**config.mk**
```make
export PLATFORM = sky130hd
export DESIGN_NAME = hms_time_counter
export DESIGN_NICKNAME = d
export VERILOG_FILES = /design/src/rtl/hms_time_counter_pkg.sv /design/src/rtl/hms_time_counter_bcd_mod_counter.sv /design/src/rtl/hms_time_counter.sv
export SDC_FILE = /design/constraint.sdc
export NUM_CORES = 1
export LEC_CHECK = 0
export CORE_UTILIZATION = 30
export DETAILED_ROUTE_END_ITERATION = 10
export PLACE_DENSITY_LB_ADDON = 0.12
export SLEW_MARGIN = 20
export SYNTH_ARGS = -nofsm -noshare
export SYNTH_HDL_FRONTEND = slang
export SYNTH_HIERARCHICAL = 1
export SYNTH_SLANG_ARGS = --single-unit
```
**constraint.sdc**
```tcl
create_clock -name i_clk -period 7.25 [get_ports i_clk]
set_input_delay 1.45 -clock i_clk [delete_from_list [all_inputs] [get_ports i_clk]]
set_output_delay 1.45 -clock i_clk [all_outputs]
set_load 0.005 [all_outputs]
```
**src/rtl/hms_time_counter_pkg.sv**
```systemverilog
// Shared mode encodings and BCD field limits for the HMS time-of-day counter.
package hms_time_counter_pkg;

  typedef enum logic [1:0] {
    ModeRun     = 2'd0,
    ModeSetHour = 2'd1,
    ModeSetMin  = 2'd2
  } mode_e;

  localparam logic [7:0] SecMax  = 8'h59;
  localparam logic [7:0] MinMax  = 8'h59;
  localparam logic [7:0] HourMax = 8'h23;

endpackage

```
**src/rtl/hms_time_counter_bcd_mod_counter.sv**
```systemverilog
// Two-digit BCD modulo counter: wraps to 00 after MaxBcd and flags the carry on that increment.
module bcd_mod_counter #(
  parameter logic [7:0] MaxBcd = 8'h59
) (
  input  logic       clk_i,
  input  logic       rst_ni,
  input  logic       clear_i,
  input  logic       inc_i,
  output logic [7:0] value_o,
  output logic       carry_o
);

  logic [7:0] value_q, value_d;

  always_comb begin
    value_d = value_q;
    if (clear_i) begin
      value_d = '0;
    end else if (inc_i) begin
      if (value_q == MaxBcd) begin
        value_d = '0;
      end else if (value_q[3:0] == 4'd9) begin
        value_d = {value_q[7:4] + 4'd1, 4'd0};
      end else begin
        value_d = {value_q[7:4], value_q[3:0] + 4'd1};
      end
    end
  end

  always_ff @(posedge clk_i or negedge rst_ni) begin
    if (!rst_ni) begin
      value_q <= '0;
    end else begin
      value_q <= value_d;
    end
  end

  assign value_o = value_q;
  assign carry_o = inc_i & ~clear_i & (value_q == MaxBcd);

endmodule

```
**src/rtl/hms_time_counter.sv**
```systemverilog
// BCD hours:minutes:seconds counter advanced by rising edges of the divided clock,
// with a key-driven set mode for hours and minutes.
module hms_time_counter
  import hms_time_counter_pkg::*;
#(
  parameter int unsigned TICKS_PER_SEC = 1,
  parameter int unsigned PRESC_WIDTH   = 4
) (
  input  logic       i_clk,
  input  logic       i_reset_n,
  input  logic       i_div_clk,
  input  logic       i_key_mode,
  input  logic       i_key_inc,
  output logic [7:0] o_hour_bcd,
  output logic [7:0] o_min_bcd,
  output logic [7:0] o_sec_bcd,
  output logic [1:0] o_mode,
  output logic       o_sec_pulse,
  output logic       o_day_pulse
);

  localparam logic [PRESC_WIDTH-1:0] PrescLast = PRESC_WIDTH'(TICKS_PER_SEC - 1);

  mode_e                  mode_q, mode_d;
  logic [PRESC_WIDTH-1:0] presc_q, presc_d;
  logic                   div_d1_q, div_d2_q;
  logic                   sec_pulse_q, day_pulse_q;
  logic                   tick, sec_adv, sec_clr, set_hour_inc, set_min_inc, run;
  logic                   sec_carry, min_carry, hour_carry, min_inc, hour_inc;

  assign tick = div_d1_q & ~div_d2_q;
  assign run  = (mode_q == ModeRun);

  // A key_mode press always wins over a same-cycle tick or increment.
  always_comb begin
    mode_d       = mode_q;
    presc_d      = presc_q;
    sec_adv      = 1'b0;
    sec_clr      = 1'b0;
    set_hour_inc = 1'b0;
    set_min_inc  = 1'b0;
    unique case (mode_q)
      ModeRun: begin
        if (i_key_mode) begin
          mode_d  = ModeSetHour;
          sec_clr = 1'b1;
          presc_d = '0;
        end else if (tick) begin
          if (presc_q == PrescLast) begin
            presc_d = '0;
            sec_adv = 1'b1;
          end else begin
            presc_d = presc_q + PRESC_WIDTH'(1);
          end
        end
      end
      ModeSetHour: begin
        if (i_key_mode) begin
          mode_d = ModeSetMin;
        end else if (i_key_inc) begin
          set_hour_inc = 1'b1;
        end
      end
      ModeSetMin: begin
        if (i_key_mode) begin
          mode_d  = ModeRun;
          presc_d = '0;
        end else if (i_key_inc) begin
          set_min_inc = 1'b1;
        end
      end
      default: mode_d = ModeRun;
    endcase
  end

  // Carries only ripple upward in RUN; set-mode wraps stay within their field.
  assign min_inc  = sec_carry | set_min_inc;
  assign hour_inc = (run & min_carry) | set_hour_inc;

  bcd_mod_counter #(.MaxBcd(SecMax)) u_sec (
    .clk_i   (i_clk),
    .rst_ni  (i_reset_n),
    .clear_i (sec_clr),
    .inc_i   (sec_adv),
    .value_o (o_sec_bcd),
    .carry_o (sec_carry)
  );

  bcd_mod_counter #(.MaxBcd(MinMax)) u_min (
    .clk_i   (i_clk),
    .rst_ni  (i_reset_n),
    .clear_i (1'b0),
    .inc_i   (min_inc),
    .value_o (o_min_bcd),
    .carry_o (min_carry)
  );

  bcd_mod_counter #(.MaxBcd(HourMax)) u_hour (
    .clk_i   (i_clk),
    .rst_ni  (i_reset_n),
    .clear_i (1'b0),
    .inc_i   (hour_inc),
    .value_o (o_hour_bcd),
    .carry_o (hour_carry)
  );

  always_ff @(posedge i_clk or negedge i_reset_n) begin
    if (!i_reset_n) begin
      mode_q      <= ModeRun;
      presc_q     <= '0;
      div_d1_q    <= 1'b0;
      div_d2_q    <= 1'b0;
      sec_pulse_q <= 1'b0;
      day_pulse_q <= 1'b0;
    end else begin
      mode_q      <= mode_d;
      presc_q     <= presc_d;
      div_d1_q    <= i_div_clk;
      div_d2_q    <= div_d1_q;
      sec_pulse_q <= sec_adv;
      day_pulse_q <= run & hour_carry;
    end
  end

  assign o_mode      = mode_q;
  assign o_sec_pulse = sec_pulse_q;
  assign o_day_pulse = day_pulse_q;

endmodule

```
==> results.md, run 1 <==
- Failing checks: design-rule violations
- Top FF cell, synth: dfrtp_1
- RSZ-0062 raised after global routing: false
- Slew @ Worst Pin: around 0.93 ns
- Top layer in use: met4
- Area delta synth->final: 24.72%
- CP endpoint: u_hour/value_o[7]$_DFFE_PN0P_
- Post-cts sizing count: 0
- CTS root buf: clkbuf_8
- RR Endpoint: u_hour/value_o[7]$_DFFE_PN0P_
- Largest net degree at the start of global routing: 35
- Mean area per synthesized cell: 10.15 um^2
- Status: finished, violations left
- Synthesized flop and latch total: 34
- Fmax: between 150 and 200 MHz
- Layout cells sized above 1: between 10% and 20%
- Post-CTS Hold Buffers: 0
- # IOs: 33
- Element type at the critical path start: input pin
- Reg2Reg Depth: 12
- CTS tree: yes
- Most frequent cell after synthesis: dfrtp_1
- FFs w/ async S/R, synth: 100.0%
- Final setup fails: 0
- Fin nets: between 200 and 300
- Overall Global Routing Usage: between 10% and 20%
- Die W: between 80 and 90 um
- Part of the cycle the worst path needs: a little over 70%
- Crit path max fanout: 12
- Maximum VDD drop: between 0.07 and 0.08 mV
- Top cells by count, synth: dfrtp_1, ha_1, nand2_1
- Gr ovfl total: 0
- Worst rel slew slack: a little under two fifths
- Routability congestion estimate: ~0.73
- Cell taking the most area after synthesis: dfrtp_1
- Cell Pwr Density: about 180 nW/um^2
- Routed wl met3: about 120 um
- Die H: ~84 um
- Vias in the first global route: between 1500 and 2000
- # rows: 29
- Layout Utilization: about 40%
- Post-route ant nets: 0
- Yosys warning total: 6
- Critical Path AT: 5.42 ns
- Yosys top cell area share: about two fifths
- Crit path kind: input pin to flop
- Ranking of synthesized cells by area: dfrtp_1, ha_1, nand3b_1
- CORE AREA: 6422 um^2
- I/O Buffers: 32
- Antenna cells: 0
- CTS Buffer Depth: 2
- Initial antenna violation count: 0
- Seq/Total Area, Yosys: 41.92%
- Total Wirelength: roughly 4.2 mm
- Initial DRC Count: between 100 and 150
- Netlist cell types: 52
- First-pass GRT wire length: around 7.6 mm
- Die area: approximately 7100 um^2
- Post-DP HPWL: just under 3 mm
- Vias per cell: approximately 5
- Clock Latency Late Sink: roughly 0.28 ns
- Crit. Startpoint: i_key_mode
- DR pass1 iterations: 7
- M1 WL: ~2.2 mm
- Max Cap Viol: 0
- P_leak: 1.107 nW
- H-tree levels: 2
- Setup slack, reg-to-reg: ~2.7 ns
- EDFF count, synth: 0
- Setup Buffers After CTS: 0
- Post-Syn Instances: 200
- Clock Pin Slew Worst Setup and Hold Paths: 0.07 ns
- Hold Crit Class: flop to flop
- Initial Utilization: a little under a third
- Worst reg2reg path startpoint: o_mode[0]$_DFFE_PN0P_
- Metal2 WL: 1.845 mm
- # DRC: 4
- CTS Buf Count: 5
- Clock Skew: 0.006250 ns
- Setup tns final: 0 ns
- Hold WS: about 0.38 ns
- Final Max Tran Viols: 0
- Synthesized cell area: about 2000 um^2
- Via Count: about 1600
- CP Capture Type: flop
- Hold Vio Cnt, Final: 0
- Post-DR wirelength/cell: approximately 13 um
- CP Data Required Time: 7.41 ns
- CTS sink count: 34
- Post-layout min period: approximately 5.3 ns
-- registers in the layout (all words and copies together), names as in the netlist --
| name | cells |
|---|---|
| div_d1_q | 1 |
| u_min/value_o | 8 |
| o_day_pulse | 1 |
| o_mode | 2 |
| presc_q | 4 |
| u_hour/value_o | 8 |
| div_d2_q | 1 |
| o_sec_pulse | 1 |
| u_sec/value_o | 8 |
-- per-layer routing --
metal	global-route usage, %	vias up
met5	0	-
met4	5.172	0
met3	2.950	5
met2	19.75	25
met1	18.80	751
li1	-	798
-- stage by stage --
stage          setup slack [ns]  total power, W  instances  cell area [um^2]
2_1_floorplan             3.145       0.0002886        206              2052
3_3_place_gp              1.777       0.0003322        311              2449
3_5_place_dp              1.613       0.0003319        311              2449
4_1_cts                   1.915       0.0004732        317              2531
5_1_grt                   1.485       0.0004957        317              2531
6_report                  1.993       0.0004637        317              2531
-- layout by cell type, fill, tap and decap left out, drive strengths merged, types with 7 or more instances in the layout --
cell / instances
a21oi: 11
nor2b: 7
dfrtp: 34
nand2b: 7
inv: 11
o21ai: 11
nand3b: 11
conb: 7
nor2: 12
nand2: 13
clkdlybuf4s50: 32
ha: 14
-- kinds of logic (layout without fill, tap and decap cells) --
logic type,after synthesis,after routing,share of synthesized area [%]
AO/OA/AOI/OAI,46,46,16.46
XOR/XNOR,1,1,0.4316
adder cells (fa/ha/maj),14,14,8.631
buffers and inverters,17,51,3.761
flip-flops,34,34,41.92
multiplexers,2,2,1.233
other,1,7,0.1848
AND/OR/NAND/NOR,85,85,27.37
-- critical path, cell delays in order --
cell and delay (ns):
clkdlybuf4s50_1 0.61, nor3b_1 0.84, nand4b_2 0.24, nor3_1 0.22
a21o_1 0.25, nand4b_2 0.17, nor3_1 0.22, mux2i_1 0.09
nor2_1 0.50, and4b_2 0.38, nand4_2 0.12, mux2_4 0.31
-- power by group --
group / switching [W] / internal [W]
clock: 0.0000631 / 0.0000732
combinational: 0.0000479 / 0.0000527
sequential: 0.0000249 / 0.000202
total: 0.000136 / 0.000328
-- cell type report --
type                    instances  area (um^2)
well taps                      77        96.34
inverters                      11        41.29
multi-input cells             155         1125
flip-flops and latches         34        850.8
fillers                       646         3891
clock buffers                   6        82.58
repair buffers                 34        335.3
-- worst min-delay path by stage --
stage / cells after the start / startpoint / endpoint / slack [ns]
3_5_place_dp: 0 / div_d1_q$_DFF_PN0_ / div_d2_q$_DFF_PN0_ / 0.36
6_report: 0 / div_d1_q$_DFF_PN0_ / div_d2_q$_DFF_PN0_ / 0.38
5_1_grt: 0 / div_d1_q$_DFF_PN0_ / div_d2_q$_DFF_PN0_ / 0.42
2_1_floorplan: 0 / div_d1_q$_DFF_PN0_ / div_d2_q$_DFF_PN0_ / 0.35
3_3_place_gp: 0 / div_d1_q$_DFF_PN0_ / div_d2_q$_DFF_PN0_ / 0.35
4_1_cts: 0 / div_d1_q$_DFF_PN0_ / div_d2_q$_DFF_PN0_ / 0.39
No activity file was read; power rests on OpenSTA's default activity.
==> run 2, diff against run 1 <==
==> constraint.sdc (replaced) <==
create_clock -name i_clk -period 4.4 [get_ports i_clk]
set_input_delay 0.88 -clock i_clk [delete_from_list [all_inputs] [get_ports i_clk]]
set_output_delay 0.88 -clock i_clk [all_outputs]
set_load 0.005 [all_outputs]
==> run 2 against run 1 <==
The run still ends with design-rule violations left. Sequential share of layout area shrank 0.46 points. Utilization grew 0.55 points. Final area grew 1.4%. Via count grew 1.8%. Critical path depth grew 1. Combinational power grew 68%. Clock-buffer cell count is the same. Total power grew 70%. Clock power grew 82%. Non-clock buffer count grew 3. Flip-flop and latch count is the same. Critical path type is now flop to flop. Critical endpoint unchanged. Largest power group unchanged.
==> results.md, run 2 (synthesis gave the netlist of run 1 again) <==
- Die area: ~7100 um^2
- Clock Skew: roughly 0.015 ns
- Final setup fails: 0
- # IOs: 33
- CTS Buffer Depth: 2
- CTS tree: yes
- Vias per cell: between 4 and 5
- Antenna cells: 0
- P_leak: between 1 and 1.5 nW
- Pint: between 0.0005 and 0.0006 W
- Via Count: approximately 1600
- Gr ovfl total: 0
- CP Data Required Time: 4.58 ns
- # DRC: 4
- Initial Utilization: between 30% and 40%
- Hold Crit Class: flop to flop
- Post-route ant nets: 0
- Fin nets: between 200 and 300
- Area delta synth->final: 26.45%
- CORE AREA: between 6000 and 7000 um^2
- Initial DRC Count: 91
- Crit path max fanout: 12
- Maximum VDD drop: about 0.097 mV
- Part of the cycle the worst path needs: 82.92%
- Die H: roughly 84 um
- CTS sink count: 34
- Most frequent cells in the layout: dfrtp_1, clkdlybuf4s50_1, ha_1
- Element type at the critical path start: flop
- Layout cells sized above 1: 12.24%
- Post-DP HPWL: 2.857 mm
- Clock Latency Late Sink: 0.29 ns
- Post-DR wirelength/cell: 12.78 um
- First-pass GRT wire length: roughly 7 mm
- H-tree levels: 2
- DR pass1 iterations: 7
- Setup tns final: 0 ns
- Total Wirelength: around 4.1 mm
- Combinational Power Share: between 20% and 30%
- Critical Path AT: 3.82 ns
- # rows: 29
- CTS root buf: clkbuf_8
- Fmax: 274.1 MHz
- Layout Utilization: around two fifths
- Clock network power share: between 30% and 40%
- Post-layout min period: ~3.6 ns
- Max Cap Viol: 0
- Overall Global Routing Usage: between 10% and 20%
- Failing checks: design-rule violations
- Vias in the first global route: about 1500
- Setup Buffers After CTS: 0
- Initial antenna violation count: 0
- Final Max Tran Viols: 0
- Switching pwr: 0.0002401 W
- CP Capture Type: flop
- Die W: about 84 um
- Largest net degree at the start of global routing: 35
- Share of power burned in registers: 47.2%
- Switching Share: a little under a third
- Cell Pwr Density: 307.3 nW/um^2
- Hold Vio Cnt, Final: 0
- Crit path kind: flop to flop
- Post-CTS Hold Buffers: 0
- Clock Pin Slew Worst Setup and Hold Paths: about 0.080 ns
- Post-cts sizing count: 0
- CTS Buf Count: 5
- Routability congestion estimate: between 0.7 and 0.8
- I/O Buffers: 32
- Status: finished, violations left
- RSZ-0062 raised after global routing: false
- Commonest non-fill, non-tap cell in the layout: dfrtp_1
[run 2: cell count changes in the layout (fill, tap and decap cells not counted), sizes merged]
cell,before,now
buf,2,5
clkinv,0,1
clkinvlp,0,1
[run 2: per-layer routing]
metal | part of all wire (%) | track usage (%) | routed length [um]
met1 | 51 | 17.38 | 2087
met2 | 42 | 17.36 | 1737
met4 | 1.7 | 5.486 | 68
met3 | 5.4 | 4.425 | 222
met5 | 0 | 0 | 0
[run 2: stage by stage]
stage	hold slack (ns)	cells	total power (W)	setup slack, ns	instance area (um^2)
floorplan	0.3465	206	0.0004756	0.8369	2052
global placement	0.3679	314	0.0005498	0.5875	2471
detailed placement	0.3704	314	0.0005502	0.4873	2471
CTS	0.4046	322	0.0008018	0.7027	2566
global route	0.4073	322	0.0008414	0.4672	2566
finish	0.4026	322	0.0007886	0.7517	2566
[run 2: power groups by stage]
| stage | sequential, W | combinational (W) | clock, W |
|---|---|---|---|
| after floorplan | 0.000363 | 0.000112 | 0 |
| after global placement | 0.000379 | 0.000171 | 0 |
| after detailed placement | 0.000380 | 0.000170 | 0 |
| after CTS | 0.000374 | 0.000171 | 0.000258 |
| after global routing | 0.000380 | 0.000191 | 0.000271 |
| final | 0.000372 | 0.000170 | 0.000247 |
[run 2: final timing paths]
kind	startpoint	endpoint	slack [ns]	cells past startpoint
max	o_mode[1]$_DFFE_PN0P_	u_hour/value_o[7]$_DFFE_PN0P_	0.75	13
min	div_d1_q$_DFF_PN0_	div_d2_q$_DFF_PN0_	0.40	0
max reg2reg	o_mode[1]$_DFFE_PN0P_	u_hour/value_o[7]$_DFFE_PN0P_	0.75	13
min reg2reg	div_d1_q$_DFF_PN0_	div_d2_q$_DFF_PN0_	0.40	0
max in group asynchronous	i_reset_n	div_d2_q$_DFF_PN0_	3.07	2
min in group asynchronous	i_reset_n	u_sec/value_o[7]$_DFFE_PN0P_	1.00	2
[run 2: layout make-up]
cell class                 instances  area (um^2)
inverter                          11        41.29
clock buffer                       6        82.58
sequential                        34        850.8
tap                               77        96.34
clock inverter                     2        12.51
fill                             658         3856
multi-input combinational        155         1125
timing repair buffer              37        357.8
[run 2: worst max-delay path, stage by stage, from the launching register on]
cell	delay [ns]
dfrtp_1	0.49
or4b_4	0.59
nor3b_1	0.31
nand4b_2	0.18
nor3_1	0.22
a21o_1	0.26
nand4b_2	0.17
nor3_1	0.21
mux2i_1	0.09
nor2_1	0.10
buf_4	0.18
and4b_2	0.31
nand4_2	0.12
mux2_4	0.31
==> run 3, diff against run 2 <==
==> constraint.sdc (replaced) <==
create_clock -name i_clk -period 3.7 [get_ports i_clk]
set_input_delay 0.74 -clock i_clk [delete_from_list [all_inputs] [get_ports i_clk]]
set_output_delay 0.74 -clock i_clk [all_outputs]
set_load 0.005 [all_outputs]
==> run 3 against run 2 <==
The run still ends with design-rule violations left. First-iteration DRC count increased by 3.3%. Sequential share of layout area decreased by 0.24 points. Maximum frequency grew 13%. Via count rose by 2.0%. Critical path type unchanged.
==> results.md, run 3 (synthesis gave the netlist of run 1 again) <==
- Layout Utilization: about two fifths
- Vias per cell: 5.043
- Status: finished, violations left
- DR pass1 iterations: 7
- RSZ-0062 raised after global routing: false
- Failing checks: design-rule violations
- Critical Path AT: 3.40 ns
- GR Util met1: roughly 17%
- Final setup fails: 0
- H-tree levels: 2
- Met3 Usage GRT: 3.835%
- CTS root buf: clkbuf_8
- # rows: 29
- Vias in the first global route: between 1000 and 1500
- Via Count: roughly 1600
- CORE AREA: 6422 um^2
- # DRC: 4
- Initial Utilization: between 30% and 40%
- Antenna cells: 0
- GR peak layer: met2
- Post-route ant nets: 0
- Fin nets: 266
- P_leak: approximately 1.1 nW
- Routability congestion estimate: roughly 0.74
- Setup tns final: 0 ns
- Crit path max fanout: 5
- I/O Buffers: 32
- Hold Path Origin: div_d1_q$_DFF_PN0_
- Crit path kind: flop to flop
- Final Max Tran Viols: 0
- Fmax: 309.3 MHz
- First-pass GRT wire length: around 6.9 mm
- Element type at the critical path start: flop
- Post-DR wirelength/cell: 13.21 um
- WHS Path Cells: 0
- Most frequent cells in the layout: dfrtp_1, clkdlybuf4s50_1, ha_1
- # IOs: 33
- Hold Vio Cnt, Final: 0
- Setup slack, reg-to-reg: 0.47 ns
- Post-cts sizing count: 0
- Die W: ~84 um
- CTS tree: yes
- Part of the cycle the worst path needs: slightly below 90%
- Commonest non-fill, non-tap cell in the layout: dfrtp_1
- CTS Buf Count: 5
- Initial antenna violation count: 0
- Worst reg2reg path startpoint: presc_q[0]$_DFFE_PN0P_
- Largest net degree at the start of global routing: 35
- RR Endpoint: u_hour/value_o[7]$_DFFE_PN0P_
- Setup Buffers After CTS: 0
- Area delta synth->final: 27.37%
- Hold Crit Class: flop to flop
- Total Wirelength: roughly 4.3 mm
- Cell Pwr Density: approximately 370 nW/um^2
- Die area: about 7100 um^2
- Layout cells sized above 1: between 10% and 20%
- Post-CTS Hold Buffers: 0
- Clock Pin Slew Worst Setup and Hold Paths: about 0.070 ns
- Initial DRC Count: 94
- Reg2Reg Depth: 14
- Clock Latency Late Sink: roughly 0.28 ns
- Maximum VDD drop: 0.1325 mV
- Met2 Resource Use GR: 17.59%
- Clock Skew: about 0.0075 ns
- Gr ovfl total: 0
- DP Worst Slack: about 0.23 ns
- CTS Buffer Depth: 2
- Die H: ~84 um
- Overall Global Routing Usage: between 10% and 20%
- CP Data Required Time: approximately 3.9 ns
- Post-DP HPWL: slightly above 3 mm
- Fin worst setup slack: between 0.4 and 0.5 ns
- Hold EP: div_d2_q$_DFF_PN0_
- CP Capture Type: flop
- Max Cap Viol: 0
- CTS sink count: 34
- Post-layout min period: between 3 and 4 ns
==> run 3: cell count changes in the layout (fill, tap and decap cells not counted) <==
| cell | before | now |
|---|---|---|
| clkbuf_1 | 0 | 1 |
| clkinvlp_4 | 1 | 0 |
| buf_4 | 5 | 8 |
==> run 3: layout make-up <==
| class | instances | area, um^2 |
|---|---|---|
| clock buffers | 7 | 86.33 |
| clock inverters | 1 | 5.005 |
| fillers | 647 | 3837 |
| inverters | 11 | 41.29 |
| multi-input cells | 155 | 1125 |
| flip-flops and latches | 34 | 850.8 |
| well taps | 77 | 96.34 |
| repair buffers | 40 | 380.4 |
==> run 3: metrics by stage <==
step                      instances  area [um^2]  hold slack [ns]  total power (W)
after floorplan                 206         2052           0.3465        0.0005656
after global placement          317         2494           0.3579        0.0006713
after detailed placement        317         2494           0.3599        0.0006713
after CTS                       325         2585           0.3759        0.0009622
after global routing            325         2585           0.3987         0.001001
final                           325         2585           0.3687        0.0009439
==> run 3: critical path: stages (launching register included) <==
cell and delay (ns):
dfrtp_1 0.43, inv_1 0.07, ha_1 0.13, nor3b_1 0.32
nor3b_1 0.33, nand4b_2 0.18, nor3_1 0.20, a21o_1 0.14
nand4b_2 0.15, nor3_1 0.21, mux2i_1 0.09, nor2_1 0.12
and4b_2 0.31, nand4_2 0.12, mux2_4 0.31
==> run 3: power breakdown <==
group,internal [W],switching (W)
clock,0.000150,0.000132
sequential,0.000396,0.0000255
combinational,0.000122,0.000119
total,0.000668,0.000276
==> run 3: worst max path at each step <==
stage / cells after the start / to / from / slack, ns
after floorplan: 13 / u_hour/value_o[7]$_DFFE_PN0P_ / o_mode[0]$_DFFE_PN0P_ / 0.14
after global placement: 12 / u_hour/value_o[7]$_DFFE_PN0P_ / i_key_mode / 0.29
after detailed placement: 12 / u_hour/value_o[7]$_DFFE_PN0P_ / i_key_mode / 0.23
after CTS: 14 / u_hour/value_o[7]$_DFFE_PN0P_ / presc_q[0]$_DFFE_PN0P_ / 0.41
after global routing: 14 / u_hour/value_o[7]$_DFFE_PN0P_ / presc_q[0]$_DFFE_PN0P_ / 0.09
final: 14 / u_hour/value_o[7]$_DFFE_PN0P_ / presc_q[0]$_DFFE_PN0P_ / 0.47
==> run 3: layer usage <==
metal	up-vias	wire length (um)
met4	0	48
met1	792	2179
met3	5	167
li1	815	-
met5	-	0
met2	27	1899
